$ cat src/rtl/mem_port_arbiter.sv
`timescale 1ns/1ps
// Shares one single-port memory between fetch and data ports, one transaction in flight.
// Grant is combinational in IDLE; response follows MEM_LATENCY cycles later; requesters hold req until gnt.
module mem_port_arbiter #(
  parameter int MEM_LATENCY  = 1,
  parameter int STARVE_LIMIT = 4
) (
  input  logic        clk,
  input  logic        rst,
  input  logic        if_req,
  input  logic [31:0] if_addr,
  input  logic        if_flush,
  output logic        if_gnt,
  output logic        if_rvalid,
  output logic [31:0] if_rdata,
  input  logic        d_req,
  input  logic        d_we,
  input  logic [3:0]  d_be,
  input  logic [31:0] d_addr,
  input  logic [31:0] d_wdata,
  output logic        d_gnt,
  output logic        d_rvalid,
  output logic [31:0] d_rdata,
  output logic        mem_en,
  output logic        mem_we,
  output logic [3:0]  mem_be,
  output logic [31:0] mem_addr,
  output logic [31:0] mem_wdata,
  input  logic [31:0] mem_rdata
);
  localparam logic [1:0] S_IDLE = 2'd0;
  localparam logic [1:0] S_WAIT = 2'd1;
  localparam logic [1:0] S_RESP = 2'd2;
  localparam logic [2:0] LAT_M1 = 3'(MEM_LATENCY - 1);
  localparam logic [3:0] SLIM   = 4'(STARVE_LIMIT);

  logic [1:0] r_state;
  logic [2:0] r_cnt;
  logic       r_own_d;
  logic       r_we;
  logic       r_kill;
  logic [3:0] r_starve;

  logic w_idle;
  logic w_fetch_ok;
  logic w_gnt_d;
  logic w_gnt_i;
  logic w_resp;

  // Data wins unless fetch has been passed over STARVE_LIMIT times in a row.
  always_comb begin
    w_idle     = (r_state == S_IDLE) && !rst;
    w_fetch_ok = if_req && !if_flush;
    w_gnt_d    = w_idle && d_req && (!w_fetch_ok || (r_starve != SLIM));
    w_gnt_i    = w_idle && w_fetch_ok && !w_gnt_d;
    w_resp     = (r_state == S_RESP) && !rst;
  end

  always_ff @(posedge clk) begin
    if (rst) begin
      r_state  <= S_IDLE;
      r_cnt    <= 3'd0;
      r_own_d  <= 1'b0;
      r_we     <= 1'b0;
      r_kill   <= 1'b0;
      r_starve <= 4'd0;
    end else begin
      case (r_state)
        S_IDLE: begin
          if (w_gnt_d || w_gnt_i) begin
            r_own_d <= w_gnt_d;
            r_we    <= w_gnt_d && d_we;
            r_kill  <= 1'b0;
            r_cnt   <= 3'd1;
            r_state <= (MEM_LATENCY == 1) ? S_RESP : S_WAIT;
          end
        end
        S_WAIT: begin
          // A redirect while the fetch is in flight makes its data stale.
          if (!r_own_d && if_flush) r_kill <= 1'b1;
          if (r_cnt == LAT_M1) r_state <= S_RESP;
          else                 r_cnt   <= r_cnt + 3'd1;
        end
        default: r_state <= S_IDLE;
      endcase

      if (w_gnt_d)      r_starve <= !if_req ? 4'd0 : ((r_starve == SLIM) ? SLIM : r_starve + 4'd1);
      else if (w_gnt_i) r_starve <= 4'd0;
    end
  end

  assign if_gnt    = w_gnt_i;
  assign d_gnt     = w_gnt_d;
  assign mem_en    = w_gnt_i || w_gnt_d;
  assign mem_we    = w_gnt_d && d_we;
  assign mem_be    = w_gnt_d ? d_be    : (w_gnt_i ? 4'hF    : 4'h0);
  assign mem_addr  = w_gnt_d ? d_addr  : (w_gnt_i ? if_addr : 32'h0);
  assign mem_wdata = w_gnt_d ? d_wdata : 32'h0;

  // Flush in the response cycle itself still suppresses the fetch data.
  assign if_rvalid = w_resp && !r_own_d && !r_kill && !if_flush;
  assign if_rdata  = if_rvalid ? mem_rdata : 32'h0;
  assign d_rvalid  = w_resp && r_own_d;
  assign d_rdata   = (d_rvalid && !r_we) ? mem_rdata : 32'h0;

endmodule

$ cat config.mk
export PLATFORM = sky130hd
export DESIGN_NAME = mem_port_arbiter
export DESIGN_NICKNAME = d
export VERILOG_FILES = /design/src/rtl/mem_port_arbiter.sv
export SDC_FILE = /design/constraint.sdc
export NUM_CORES = 1
export LEC_CHECK = 0
export BUFFER_PORTS_ARGS = -buffer_cell sky130_fd_sc_hd__buf_2
export CAP_MARGIN = 20
export CORE_AREA = 2 2 106 108
export DETAILED_ROUTE_END_ITERATION = 8
export DIE_AREA = 0 0 108 110
export SYNTH_ARGS = -nofsm -noshare
export SYNTH_HDL_FRONTEND = slang
export SYNTH_SLANG_ARGS = --single-unit
$ cat constraint.sdc
create_clock -name clk -period 1.8 [get_ports clk]
set_input_delay 0.09 -clock clk [delete_from_list [all_inputs] [get_ports clk]]
set_output_delay 0.09 -clock clk [all_outputs]
set_load 0.02 [all_outputs]
### Word level (Yosys, flattened, before mapping)

Index checks and enable logic that the tools add are counted.

* register bits after elaboration: 12
* bits in latches: 0
* memory bits (writable): 0
* memory bits (read-only): 0
* input bits: 138
* output and inout bits: 138
* logic and storage cells: 67
* memories kept: 0

* $add $sub $neg: 2
* $mul: 0
* div/mod/pow operators: 0
* $lt $le $gt $ge: 0
* equality and inequality tests: 8
* shift operators: 0
* mux-type cells: 20
* bitwise operators: 0
* reduce and logical (&&, ||, !) cells: 31

Operators with widths (count)
* $mux W32: 5
* $mux W4: 6
* $logic_and A1 B1 Y1: 14
* $ne A2 B2 Y1 const B: 4
* $logic_not A1 Y1: 7
* $mux W3: 2
* $pmux W3 S2: 1
* $reduce_and A3 Y1: 2
* $add A4 B1 Y4 const B: 1
* $eq A4 B3 Y1 const B: 1
* $mux W2: 2
* $ne A4 B3 Y1 const B: 1
* $pmux W2 S2: 1
* $reduce_and A2 Y1: 2
* $reduce_bool A2 Y1: 2
* $add A3 B1 Y3 const B: 1
* $logic_not A3 Y1: 1
* $eq A2 B1 Y1 const B: 1
* $eq A2 B2 Y1 const B: 1
* $logic_not A2 Y1: 1
* $logic_or A1 B1 Y1: 2
* $mux W1: 2
* $pmux W1 S2: 1

### Logic depth before layout (Yosys ltp)

* depth after elaboration: 10
* mapped depth: 8
* gate-level depth less buffers: 6

### Worst setup path before layout

OpenSTA, ideal clock, no wires.

* path kind: flip-flop to output port
* start point: reg r_starve[0]
* end point: out mem_addr[22]
* data arrival time: 1638 ps
* data required time: 1710 ps
* path slack: 72 ps
* stages on the path, launching flop included: 9
* buffers on the path: 2
* cells stage by stage: dfxtp_1 > inv_1 > ha_1 > and3b_1 > a21oi_4 > buf_6 > buf_6 > nand2_1 > o21ai_0

* word-level cells in the longest chain between the ends: 7

Ends and longest elaborated chain
* from (decl): RTL line 42 `logic [3:0] r_starve;`
* from (signal assigned): RTL line 87 `if (w_gnt_d) r_starve <= !if_req ? 4'd0 : ((r_starve == SLIM) ? SLIM : r_starve + 4'd1);`
* $ne A4 B3 Y1 (*): RTL line 54 `w_gnt_d = w_idle && d_req && (!w_fetch_ok || (r_starve != SLIM));`
* $logic_or A1 B1 Y1 (*): RTL line 54
* $logic_and A1 B1 Y1 (*): RTL line 54
* net d_gnt: RTL line 21 `output logic d_gnt,`
* $logic_not A1 Y1: RTL line 55 `w_gnt_i = w_idle && w_fetch_ok && !w_gnt_d;`
* $logic_and A1 B1 Y1: RTL line 55
* $mux W32: RTL line 97 `assign mem_addr = w_gnt_d ? d_addr : (w_gnt_i ? if_addr : 32'h0);`
* $mux W32 (*): RTL line 97
* to (decl): RTL line 27 `output logic [31:0] mem_addr,`

The timed path passes the listed nets; every way through them passes the cells marked *.

### Worst setup path in the final report

* start point: reg r_starve[1]
* end point: out mem_addr[14]

* word-level cells in the longest chain between the ends: 7

Ends and longest elaborated chain (RTL line)
* $ne A4 B3 Y1 (*): 54
* $logic_or A1 B1 Y1 (*): 54
* $logic_and A1 B1 Y1 (*): 54
* $logic_not A1 Y1: 55
* $logic_and A1 B1 Y1: 55
* $mux W32: 97
* $mux W32 (*): 97

Every way passes the cells marked *; elsewhere a longest branch is shown, timed or not.

==> impl_results.md <==
* Area of the die at 0.0119 mm2
* R2r setup slk at 0.12 ns
* Root Buffer: clkbuf_8
* Hold buffers post-CTS at 0
* GRT Util Overall at 12.3%
* R2R cell count at 10
* Placement Cell Area at 0.00318 mm2
* Yosys top cell area share at 37.6%
* Drt total wl at 8310 um
* DR WL/cell at 12.2 um
* Io pins at 276
* Final Skew at 0.00213 ns
* Dpl cells at 670
* Worst setup EP type: output pin
* Clock share of power at 18.6%
* Async S/R FF share, synth at 0%
* Max Root-Sink Buffers at 2
* Area leader, netlist: and2_1
* Post-route ant nets at 0
* Max-cap violations at 0
* Layout cell share with drive strength beyond 1 at 63.6%
* # DRC at 0
* Relative slew slack at 72.6%
* EDFF count, synth at 0
* Worst EP required at 1.71 ns
* RSZ-0062 raised after global routing: yes
* Dpl hpwl at 6050 um
* Die height at 110 um
* Post-synth top cells: 97 x and2_1, 67 x nand2_1, 23 x o21ai_0
* Reg2Reg Capture Point: r_starve[3]$_SDFFE_PP0P_
* Crit share post-route at 105%
* CP Launch Point: r_starve[1]$_SDFFE_PP0P_
* Fillers at 1,145
* Origin of the critical flop-to-flop path: r_starve[1]$_SDFFE_PP0P_
* Register area share after synthesis at 8.68%
* Design Area, Final at 0.00382 mm2
* Sw Share at 39.9%
* Critical Path Stages at 9
* Synth area leaders: and2_1 38%, nand2_1 16%, dfxtp_1 8.7%
* Drt pass-1 iters at 4
* WS Path Type: register to output pin
* Vias after detailed routing at 2,733
* IR Drop Worst-Case VDD at 0.000206 V
* Pin count of the biggest net entering global routing at 43
* Failing checks: negative setup slack
* Crit-path cells: inv_2 -> ha_4 -> and3b_2 -> a21oi_4 -> buf_12 -> buf_12 -> buf_16 -> o21ai_0 -> buf_4
* Via/cell ratio at 4.00
* Layout area overhead at 136%
* Initial antenna violation count at 0
* Post-route setup slack at -0.0853 ns
* Reg power frac at 14.3%
* Leak at 2.19 nW
* Max Fclk at 530 MHz
* Met2 wire length at 4540 um
* TritonCTS clock tree: yes
* Top sig layer: met4
* Grt total ovfl at 0
* Row cnt at 38
* Pwr/cell area at 306 mW/mm2
* Critical path's top delay family: buffers and inverters
* Hold WC Path Type: primary input to register
* Metal-1 WL at 2870 um
* Core area at 0.0107 mm2
* Type of origin of the critical path: register
* Clock sinks at 7
* Sw Pwr at 0.000467 W
* Crit path arrival time at 1.80 ns
* Sum of negative setup slack at -2.65 ns
* FF+latch count, synth at 7
* Critical Path Sink: mem_addr[14]
* Synth Cell Area at 0.00162 mm2
* Worst-path clk slew at 0.04 ns
* Final slew viol count at 0
* Worst-Margin Slew at 0.411 ns
* Routed wl met3 at 797 um
* Fin crit period at 1.89 ns
* Die W at 108 um
* Netlist cell types at 31
* Final layout net count at 685
* Top FF cell, synth: dfxtp_1
* Final setup fails at 67
* First-pass GRT wire length at 11,500 um
* Vias in the first global route at 2,455
* Syn avg cell area at 6.12 um2
* Final Instance Count excl. Fillers at 684
* Drt first-iter violations at 94
* Antenna diode count at 0
* IO buf count at 275
* Syn Inst Count at 264
* GP Congestion at 0.785
* Max incr delay on CP at 0.32 ns
* H-tree depth at 1
* Initial Util at 15.1%
* Combinational power share at 67.1%
* Crit path buf inv count at 5
* Worst skew pair latency at 0.23 ns
* Slowest cell on crit path: dfxtp_2
* Crit-path max FO at 16
* Pint at 0.000703 W
* Hold violation count in the final report at 0
* Syn_nets at 404
* Most frequent CP cell: buf_12
* Status: finished with violations
* Yosys warning count at 0
* Most frequent cell after synthesis: and2_1
* TritonCTS Buffers at 3
[placed cells by master, fill, tap and decap left out, types with 3 or more instances in the layout]
cell | Yosys | final
a21o_1 | 4 | 4
a21oi_1 | 3 | 3
and2_1 | 97 | 97
buf_12 | 1 | 7
buf_16 | 0 | 6
buf_2 | 0 | 243
buf_4 | 0 | 16
buf_6 | 5 | 25
clkbuf_8 | 0 | 3
dfxtp_1 | 7 | 5
nand2_1 | 67 | 55
nand2_2 | 0 | 9
nand2_4 | 0 | 3
nor2_1 | 4 | 4
nor2b_1 | 4 | 3
o21ai_0 | 23 | 5
o21ai_1 | 4 | 7
o21ai_2 | 6 | 12
o21ai_4 | 0 | 9
[worst min-delay path by stage]
stage | startpoint | depth (start not counted) | to | slack, ns
global route | d_we | 3 | r_we$_SDFFE_PP0P_ | 0.19
detailed placement | d_we | 3 | r_we$_SDFFE_PP0P_ | 0.39
finish | d_we | 3 | r_we$_SDFFE_PP0P_ | 0.16
floorplan | d_we | 2 | r_we$_SDFFE_PP0P_ | 0.25
CTS | d_we | 3 | r_we$_SDFFE_PP0P_ | 0.15
global placement | d_we | 3 | r_we$_SDFFE_PP0P_ | 0.36
[power by group through the flow]
| stage | Sequential, W | Combinational, W | Clock [W] |
|---|---|---|---|
| 6_report | 0.000167 | 0.000785 | 0.000218 |
| 5_1_grt | 0.000168 | 0.000844 | 0.000239 |
| 3_5_place_dp | 0.000169 | 0.000604 | 0 |
| 3_3_place_gp | 0.000168 | 0.000604 | 0 |
| 4_1_cts | 0.000167 | 0.000763 | 0.000231 |
| 2_1_floorplan | 0.000171 | 0.000319 | 0 |
[cell families (layout without fill, tap and decap cells)]
logic type                 Yosys count  count (layout)  synth area share (%)
AOI/OAI and AO/OA                   47              47                  18.6
adders and majority gates            2               2                  1.55
buffers and inverters               25             305                  9.29
DFF                                  7               7                  8.68
and+or+nand+nor                    183             183                  61.9
[sequential cells by signal, summed over array words and instances, names as in the netlist]
| name | flops |
|---|---|
| r_we | 1 |
| r_starve | 4 |
| r_state | 1 |
| r_own_d | 1 |
[worst min-delay path, stage by stage]
cell	delay [ns]
buf_2	0.08
a22oi_1	0.07
nor2_1	0.10
[per-stage QoR]
stage          worst slack (ns)  util, %  hold slack (ns)  total power, W
2_1_floorplan            0.0717        -            0.251        0.000490
3_3_place_gp            0.00448     29.7            0.358        0.000772
3_5_place_dp            -0.0176     29.7            0.389        0.000773
4_1_cts                 -0.0928     34.7            0.153         0.00116
5_1_grt                  -0.171     35.7            0.191         0.00125
6_report                -0.0853     35.7            0.158         0.00117
[routing by layer]
layer  up-vias  global-route usage [%]
li1       1400                       -
met1      1165                    12.5
met4         0                    3.75
met5         -                       0
met2       160                    25.9
met3         8                    1.59
[what timing repair did]
| action | 4_1_cts | 5_1_grt |
|---|---|---|
| setup buffers | 4 | 0 |
| pin swaps | 17 | 3 |
| cloned | 6 | 0 |
| setup endpoints to repair | 70 | 72 |
| gates resized for setup | 101 | 27 |
[area by class of cell]
cell class,count,area [um2],share of cell area (%)
Clock buffer,4,45.0,1.18
Inverter,4,15.0,0.393
Multi-Input combinational cell,232,1520,39.8
Sequential cell,7,143,3.73
Tap cell,140,175,4.59
Timing Repair Buffer,297,1920,50.3
No activity file was read; power rests on OpenSTA's default activity.
